**src/rtl/iob_clint_rearm.sv**
```systemverilog
// iob_clint_rearm: IOb bus master that keeps one hart's CLINT mtimecmp re-armed for a drift-free periodic tick.
//
// Optional feature: define IOB_CLINT_REARM_MISS_EN to detect missed deadlines in SETTLE
// (count them and re-arm again without ticking); undefined, miss_cnt_o stays 0.
//
// Ports:
//   clk_i, arst_i        clock, asynchronous active-high reset
//   enable_i             level; high runs periodic operation, low stops after the current bus request
//   period_i             tick period in mtime units, sampled in each CALC (0 behaves as 1)
//   mtip_i               CLINT timer-pending lines; bit HART_ID is used
//   iob_*                IOb initiator port toward the CLINT (wstrb 0 = read, all-ones = write)
//   tick_o               one-cycle pulse per expired period
//   busy_o               high whenever the FSM is not idle
//   tick_cnt_o           ticks since the last start, wrapping
//   miss_cnt_o           missed deadlines since the last start, saturating
module iob_clint_rearm #(
    parameter int ADDR_W  = 16,
    parameter int DATA_W  = 32,
    parameter int N_CORES = 1,
    parameter int HART_ID = 0
) (
    input  logic                clk_i,
    input  logic                arst_i,
    input  logic                enable_i,
    input  logic [31:0]         period_i,
    input  logic [N_CORES-1:0]  mtip_i,
    output logic                iob_avalid_o,
    output logic [ADDR_W-1:0]   iob_addr_o,
    output logic [DATA_W-1:0]   iob_wdata_o,
    output logic [DATA_W/8-1:0] iob_wstrb_o,
    input  logic                iob_rvalid_i,
    input  logic [DATA_W-1:0]   iob_rdata_i,
    input  logic                iob_ready_i,
    output logic                tick_o,
    output logic                busy_o,
    output logic [31:0]         tick_cnt_o,
    output logic [7:0]          miss_cnt_o
);
    typedef enum logic [3:0] {
        IDLE, RD_HI1, RD_LO, RD_HI2, CALC, WR_LO_MAX, WR_HI, WR_LO, SETTLE, ARMED
    } state_t;

    localparam logic [ADDR_W-1:0] MTIME_LO = ADDR_W'(32'hBFF8);
    localparam logic [ADDR_W-1:0] MTIME_HI = ADDR_W'(32'hBFFC);
    localparam logic [ADDR_W-1:0] CMP_LO   = ADDR_W'(32'h4000 + 8 * HART_ID);
    localparam logic [ADDR_W-1:0] CMP_HI   = ADDR_W'(32'h4004 + 8 * HART_ID);

    state_t      state, state_nxt;
    logic        pend, pend_nxt;
    logic [31:0] hi1, hi1_nxt, lo, lo_nxt;
    logic [63:0] cmp, cmp_nxt;
    logic        tick, tick_nxt;
    logic [31:0] tick_cnt, tick_cnt_nxt;
    logic [7:0]  miss_cnt, miss_cnt_nxt;
    logic        is_rd, is_wr, done;
    logic        mtip;
    logic [31:0] per;

    assign mtip       = mtip_i[HART_ID];
    assign per        = (period_i == 32'd0) ? 32'd1 : period_i;
    assign busy_o     = (state != IDLE);
    assign tick_o     = tick;
    assign tick_cnt_o = tick_cnt;
    assign miss_cnt_o = miss_cnt;

    always_ff @(posedge clk_i or posedge arst_i) begin
        if (arst_i) begin
            state    <= IDLE;
            pend     <= 1'b0;
            hi1      <= '0;
            lo       <= '0;
            cmp      <= '0;
            tick     <= 1'b0;
            tick_cnt <= '0;
            miss_cnt <= '0;
        end else begin
            state    <= state_nxt;
            pend     <= pend_nxt;
            hi1      <= hi1_nxt;
            lo       <= lo_nxt;
            cmp      <= cmp_nxt;
            tick     <= tick_nxt;
            tick_cnt <= tick_cnt_nxt;
            miss_cnt <= miss_cnt_nxt;
        end
    end

    // pend marks an accepted request: a read then waits for rvalid, a write
    // spends one gap cycle so avalid drops between back-to-back writes.
    always_comb begin
        state_nxt    = state;
        pend_nxt     = pend;
        hi1_nxt      = hi1;
        lo_nxt       = lo;
        cmp_nxt      = cmp;
        tick_nxt     = 1'b0;
        tick_cnt_nxt = tick_cnt;
        miss_cnt_nxt = miss_cnt;
        is_rd        = state inside {RD_HI1, RD_LO, RD_HI2};
        is_wr        = state inside {WR_LO_MAX, WR_HI, WR_LO};
        done         = pend && (is_wr || iob_rvalid_i);
        iob_avalid_o = (is_rd || is_wr) && !pend;
        iob_addr_o   = (state inside {RD_HI1, RD_HI2}) ? MTIME_HI :
                       (state == RD_LO)                ? MTIME_LO :
                       (state == WR_HI)                ? CMP_HI   :
                       is_wr                           ? CMP_LO   : '0;
        iob_wdata_o  = (state == WR_LO_MAX) ? {DATA_W{1'b1}} :
                       (state == WR_HI)     ? cmp[63:32]     :
                       (state == WR_LO)     ? cmp[31:0]      : '0;
        iob_wstrb_o  = is_wr ? {(DATA_W/8){1'b1}} : '0;
        if (iob_avalid_o && iob_ready_i) pend_nxt = 1'b1;
        if (done) pend_nxt = 1'b0;
        case (state)
            IDLE: if (enable_i) begin
                state_nxt    = RD_HI1;
                tick_cnt_nxt = '0;
                miss_cnt_nxt = '0;
            end
            RD_HI1: if (done) begin
                hi1_nxt   = iob_rdata_i;
                state_nxt = enable_i ? RD_LO : IDLE;
            end
            RD_LO: if (done) begin
                lo_nxt    = iob_rdata_i;
                state_nxt = enable_i ? RD_HI2 : IDLE;
            end
            // A changed high word means lo may belong to either epoch; re-read lo
            // against the newer high word.
            RD_HI2: if (done) begin
                hi1_nxt   = iob_rdata_i;
                cmp_nxt   = {hi1, lo};
                state_nxt = !enable_i ? IDLE : (iob_rdata_i != hi1) ? RD_LO : CALC;
            end
            CALC: begin
                cmp_nxt   = cmp + {32'd0, per};
                state_nxt = enable_i ? WR_LO_MAX : IDLE;
            end
            WR_LO_MAX: if (done) state_nxt = enable_i ? WR_HI : IDLE;
            WR_HI:     if (done) state_nxt = enable_i ? WR_LO : IDLE;
            WR_LO:     if (done) state_nxt = enable_i ? SETTLE : IDLE;
            SETTLE: begin
`ifdef IOB_CLINT_REARM_MISS_EN
                if (mtip) begin
                    miss_cnt_nxt = (miss_cnt == 8'hFF) ? miss_cnt : miss_cnt + 8'd1;
                    state_nxt    = CALC;
                end else begin
                    state_nxt = ARMED;
                end
`else
                state_nxt = ARMED;
`endif
            end
            ARMED: begin
                if (!enable_i) begin
                    state_nxt = IDLE;
                end else if (mtip) begin
                    tick_nxt     = 1'b1;
                    tick_cnt_nxt = tick_cnt + 32'd1;
                    state_nxt    = CALC;
                end
            end
            default: state_nxt = IDLE;
        endcase
    end
endmodule
```
**config.mk**
```make
export PLATFORM = sky130hd
export DESIGN_NAME = iob_clint_rearm
export DESIGN_NICKNAME = d
export VERILOG_FILES = /design/src/rtl/iob_clint_rearm.sv
export SDC_FILE = /design/constraint.sdc
export NUM_CORES = 1
export LEC_CHECK = 0
export ABC_AREA = 1
export ABC_CLOCK_PERIOD_IN_PS = 12800
export CAP_MARGIN = 20
export CELL_PAD_IN_SITES_DETAIL_PLACEMENT = 2
export CELL_PAD_IN_SITES_GLOBAL_PLACEMENT = 2
export CORE_MARGIN = 2
export CORE_UTILIZATION = 33
export DETAILED_ROUTE_END_ITERATION = 7
export PLACE_DENSITY = 0.95
export SLEW_MARGIN = 20
export SYNTH_ARGS = -nofsm -noshare
export SYNTH_HDL_FRONTEND = slang
export SYNTH_SLANG_ARGS = --single-unit
```
**constraint.sdc**
```tcl
create_clock -name clk_i -period 12.8 [get_ports clk_i]
set_input_delay 1.92 -clock clk_i [delete_from_list [all_inputs] [get_ports clk_i]]
set_output_delay 1.92 -clock clk_i [all_outputs]
set_load 0.05 [all_outputs]
```
== Word level (Yosys, flattened, before mapping) ==
Index checks and enable logic that the tools add are counted.

* Mux-type cells: 38
* Reductions and logical operators: 21
* Add/sub/neg operators: 2
* Equality and inequality tests: 20

{| class="wikitable"
|+ Operator list
! operator !! count
|-
| 32-bit 2-to-1 mux || 7
|-
| 64-bit case mux with 2 select lines || 1
|-
| 64-bit by 32-bit adder with 64-bit output || 1
|-
| 64-bit 2-to-1 mux || 1
|-
| 32-bit case mux with 2 select lines || 1
|-
| 4-bit 2-to-1 mux || 11
|-
| 4-bit case mux with 10 select lines || 1
|-
| 32-bit by 1-bit adder with 32-bit output (second input constant) || 1
|-
| 32-bit logical NOT || 1
|-
| 16-bit 2-to-1 mux || 2
|-
| 32-bit inequality test || 1
|-
| 15-bit 2-to-1 mux || 2
|-
| 2-bit inequality test (second input constant) || 9
|-
| 4-bit by 3-bit == test with 1-bit output (second input constant) || 4
|-
| 3-bit 2-to-1 mux || 5
|-
| 4-bit by 2-bit == test with 1-bit output (second input constant) || 2
|-
| 4-bit == test (second input constant) || 2
|-
| 8-bit AND reduction || 1
|-
| 2-bit nonzero test || 4
|-
| 2-bit AND reduction || 3
|-
| 3-bit nonzero test || 2
|-
| 1-bit 2-to-1 mux || 5
|-
| 4-bit by 1-bit == test with 1-bit output (second input constant) || 1
|-
| 4-bit logical NOT || 1
|-
| other kinds (8) || 12
|}

* Logic and storage cells: 88
* Input bits: 70
* Register bits after elaboration: 166
* Output and inout bits: 95

== Longest topological paths before layout ==
* Depth in word-level cells: 7
* Gate-level depth with buffers: 19
* Gate-level depth less buffers: 19

== Least setup slack after synthesis ==
No wires, ideal clock.

* Path type: register -> output
* Start: register state[3]
* End: output iob_wdata_o[22]
* Slack: 8733 ps
* Required time: 10880 ps
* Cell stages (with the launch flop): 7
* Buffers on the path: 1
* Arrival: 2147 ps
* Cell sequence: dfrtp_1 > nor2_1 > inv_1 > nor2_1 > inv_1 > clkbuf_1 > o21ai_0

* Cells in the longest elaborated chain, start to end: 4
* Elaborated cells on any way between the ends: 6
* Those cells by class: eq/ne (3); mux (3)

{| class="wikitable"
|+ RTL lines
! what !! RTL line !! RTL
|-
| from (decl) || 48 || <nowiki>state_t state, state_nxt;</nowiki>
|-
| from (signal assigned) || 77 || <nowiki>state <= state_nxt;</nowiki>
|-
| 4-bit by 3-bit == test with 1-bit output || 109 || <nowiki>(state == WR_LO) ? cmp[31:0] : '0;</nowiki>
|-
| 32-bit 2-to-1 mux || 109 ||
|-
| 32-bit 2-to-1 mux || 108 || <nowiki>(state == WR_HI) ? cmp[63:32] :</nowiki>
|-
| 32-bit 2-to-1 mux * || 107 || <nowiki>iob_wdata_o = (state == WR_LO_MAX) ? {DATA_W{1'b1}} :</nowiki>
|-
| to (decl) || 29 || <nowiki>output logic [DATA_W-1:0] iob_wdata_o,</nowiki>
|}

Every way passes the cells marked *; elsewhere a longest branch is shown, timed or not.

== Final worst setup path ==
* Start: register state[3]
* End: output iob_wdata_o[8]

Same word-level chain as after synthesis.

==> results by group <==
Timing
  • RSZ-0062 raised after global routing: no
  • Fin. Hold Viols: 0
  • Worst Tran Pin Value: 0.976 ns
  • Final period utilization: 0.446
  • Final Skew: approximately 0.027 ns
  • Slew Limit Fails: 0
  • Setup ws final: 7.10 ns
  • Setup tns final: 0 ns
  • Fmax: about 0.18 GHz
  • Final setup viols: 0
  • Slew margin rel.: 0.348
  • Final min period: between 5 and 6 ns

Global routing
  • Vias in the first global route: between 15000 and 20000
  • Initial antenna violation count: 1
  • Gr ovfl total: 0
  • GRT Util Overall: 0.306
  • Global-route wire length before repair: around 94000 microns
  • Largest net degree at the start of global routing: 78

Finish
  • Layout cells sized above 1: 0.0471
  • # nets final: around 2200
  • Area Growth Syn to Fin: 19.0%
  • Fin cells: roughly 2600

Floorplan
  • Core box area: between 0.03 and 0.04 sq mm
  • Die Footprint: 0.0404 sq mm
  • I/O pin cnt: around 170
  • Die X: 201 microns
  • Die Height: between 200 and 250 microns
  • Starting density of the core: 0.333
  • Rows: 72

Worst setup path
  • Critical Path End: iob_wdata_o[8]
  • R2R cell count: 11
  • Crit Path Class: reg2out
  • R2r setup slk: approximately 9 ns
  • Reg2reg start: state[2]
  • CP Max Fanout: 20
  • Critical Path AT: ~3.8 ns
  • Worst R2R End: cmp[57]
  • Setup crit start: state[3]
  • Crit end category: output pin
  • CP Launch Type: flop
  • WP data required: around 11 ns

Place
  • PortBufs: about 150
  • Post-placement cell count: between 2000 and 3000
  • RePlAce Congestion: 0.952
  • HPWL Detailed: about 47000 microns
  • DP Worst Slack: roughly 7 ns

Pwr
  • Sw Ratio: 0.523
  • Max IR drop VDD: 0.114 mV
  • P per Cell Area: 204 mW/mm^2
  • Int Pwr: roughly 1.5 mW
  • Sw Pwr: between 1.5 and 2 mW
  • Logic gate share of total power: 0.506
  • Clk pwr share: 0.182
  • Reg power frac: 0.313
  • Leak Pwr: 7.29 nW

Synthesis
  • Most instantiated cells after synthesis: nand2_1, inv_1, o21ai_0, dfrtp_1, nor2_1
  • Sequential-to-total area share from yosys stat: 0.324
  • Post-synth top area share: 0.324
  • Cell taking the most area after synthesis: dfrtp_1
  • Post-synthesis area per instance: 6.34 sq um
  • Cell count after synthesis: ~2000
  • Asr flop ratio synth: 1.00
  • Ys flop type: dfrtp_1
  • Synth warn: 0
  • Synth Cell Area: between 0.01 and 0.015 sq mm
  • Count leader, synth: nand2_1
  • Number of flops mapped to enable cells by yosys: 0
  • Unique masters post-synth: 49
  • #FFs+latches synth: ~170
  • Area contributors post-synth: dfrtp_1, nand2_1, inv_1, o21ai_0, nor2_1

Routing
  • Avg WL per Cell: about 23 microns
  • Detailed-route DRC error count: 0
  • Antenna-violating nets left: 0
  • Vias: about 14000
  • DR iter-0 viols: roughly 650
  • Drt total wl: between 60000 and 70000 microns
  • TritonRoute pass-1 iters: 4
  • Post-DR vias/cell: around 5.4

Clocking
  • Skew-Pair Late Insertion Delay: 0.50 ns
  • Post_cts resized: 0
  • Clk root buf: clkbuf_16
  • H-tree depth: 4
  • Total CTS buffers: 17
  • CTS Buffer Depth: 2
  • Setup Fix Bufs, Post-CTS: 0
  • Post-CTS Hold Fix Bufs: 0
  • Worst-path clk slew: around 0.070 ns
  • Clk sinks: 166
  • CTS tree: built

Run
  • Max Cap Viol: 0

Min path
  • Hold/Removal Path Class: reg2reg

Outcome
  • Status: complete, no violations
[metrics by stage]
step | util | hold slack [ns] | instance area, sq um | power (mW)
finish | 0.396 | 0.508 | 15200 | 3.11
detailed placement | 0.380 | 0.495 | 14600 | 2.51
global placement | 0.380 | 0.487 | 14600 | 2.39
global route | 0.396 | 0.530 | 15200 | 3.31
CTS | 0.396 | 0.513 | 15200 | 3.10
floorplan | - | 0.471 | 12800 | 1.91
[how the worst min path moves through the flow]
stage             from      end  slack [ns]  cells after the start
6_report        lo[18]   lo[18]        0.51                      1
5_1_grt          lo[9]    lo[9]        0.53                      1
4_1_cts         lo[18]   lo[18]        0.51                      1
3_5_place_dp     lo[6]    lo[6]        0.49                      1
3_3_place_gp    lo[31]   lo[31]        0.49                      1
2_1_floorplan  cmp[63]  cmp[63]        0.47                      2
[layout by cell type (no fill, tap or decap), drive strengths merged, types with 2 or more instances in the layout]
cell type      count
conb              10
clkbuf            17
nor3              32
ha                33
a21oi             90
dfrtp            166
nand3            125
nand2            648
mux2              12
clkinv             4
nand4             35
inv              307
o22ai              3
o21ai            192
xnor2             25
clkdlybuf4s50    154
xor2              25
buf               10
a211oi             2
or2               14
o31ai              6
and3               3
o21bai             4
o211ai             2
clkinvlp           2
nor2             172
nand3b             2
nor4              13
[power groups by stage]
stage / Clock [mW] / Combinational [mW] / Sequential, mW
after global placement: 0 / 1.44 / 0.948
after global routing: 0.591 / 1.73 / 0.993
after CTS: 0.570 / 1.57 / 0.967
after floorplan: 0 / 1.05 / 0.869
after detailed placement: 0 / 1.54 / 0.968
final: 0.565 / 1.57 / 0.971
[sequential cells by signal (all words and copies together), names as in the netlist]
name and flops:
hi1 32, lo 32, pend 1, tick_cnt_o 32, state 4, tick_o 1
cmp 64
[routing by layer]
| metal | wire [microns] | share of wire | vias up | track usage |
|---|---|---|---|---|
| met4 | 3570 | 0.058 | 0 | 0.174 |
| li1 | - | - | 6517 | - |
| met5 | 0 | 0 | - | 0 |
| met2 | 30100 | 0.49 | 341 | 0.524 |
| met1 | 25000 | 0.41 | 7204 | 0.361 |
| met3 | 2540 | 0.042 | 125 | 0.0531 |
[worst max-delay path, cell delays in order (launching register included)]
cell and delay, ns:
dfrtp_1 0.45, nor2_1 0.20, inv_1 0.16, nor2_1 0.41
inv_1 0.44, buf_4 0.35, o21ai_0 0.38, clkdlybuf4s50_1 0.89
[cell type report]
type	instances	area, sq um
Multi-Input combinational cell	1460	7070
Fill cell	4727	23200
Timing Repair Buffer	164	1640
Clock buffer	17	425
Sequential cell	166	4150
Tap cell	518	648
Antenna cell	1	2.50
Inverter	299	1130
Clock inverter	15	180
[logic make-up (layout without fill, tap and decap cells)]
logic type / Yosys count / count (layout) / synth area share
compound gates: 308 / 308 / 0.126
xor+xnor: 50 / 50 / 0.0342
fa+ha+maj: 34 / 34 / 0.0338
buf+inv: 404 / 495 / 0.128
flops: 166 / 166 / 0.324
mux: 12 / 12 / 0.0105
other cells: 1 / 11 / 0.000293
simple gates: 1046 / 1046 / 0.342
No activity file was read; power rests on OpenSTA's default activity.
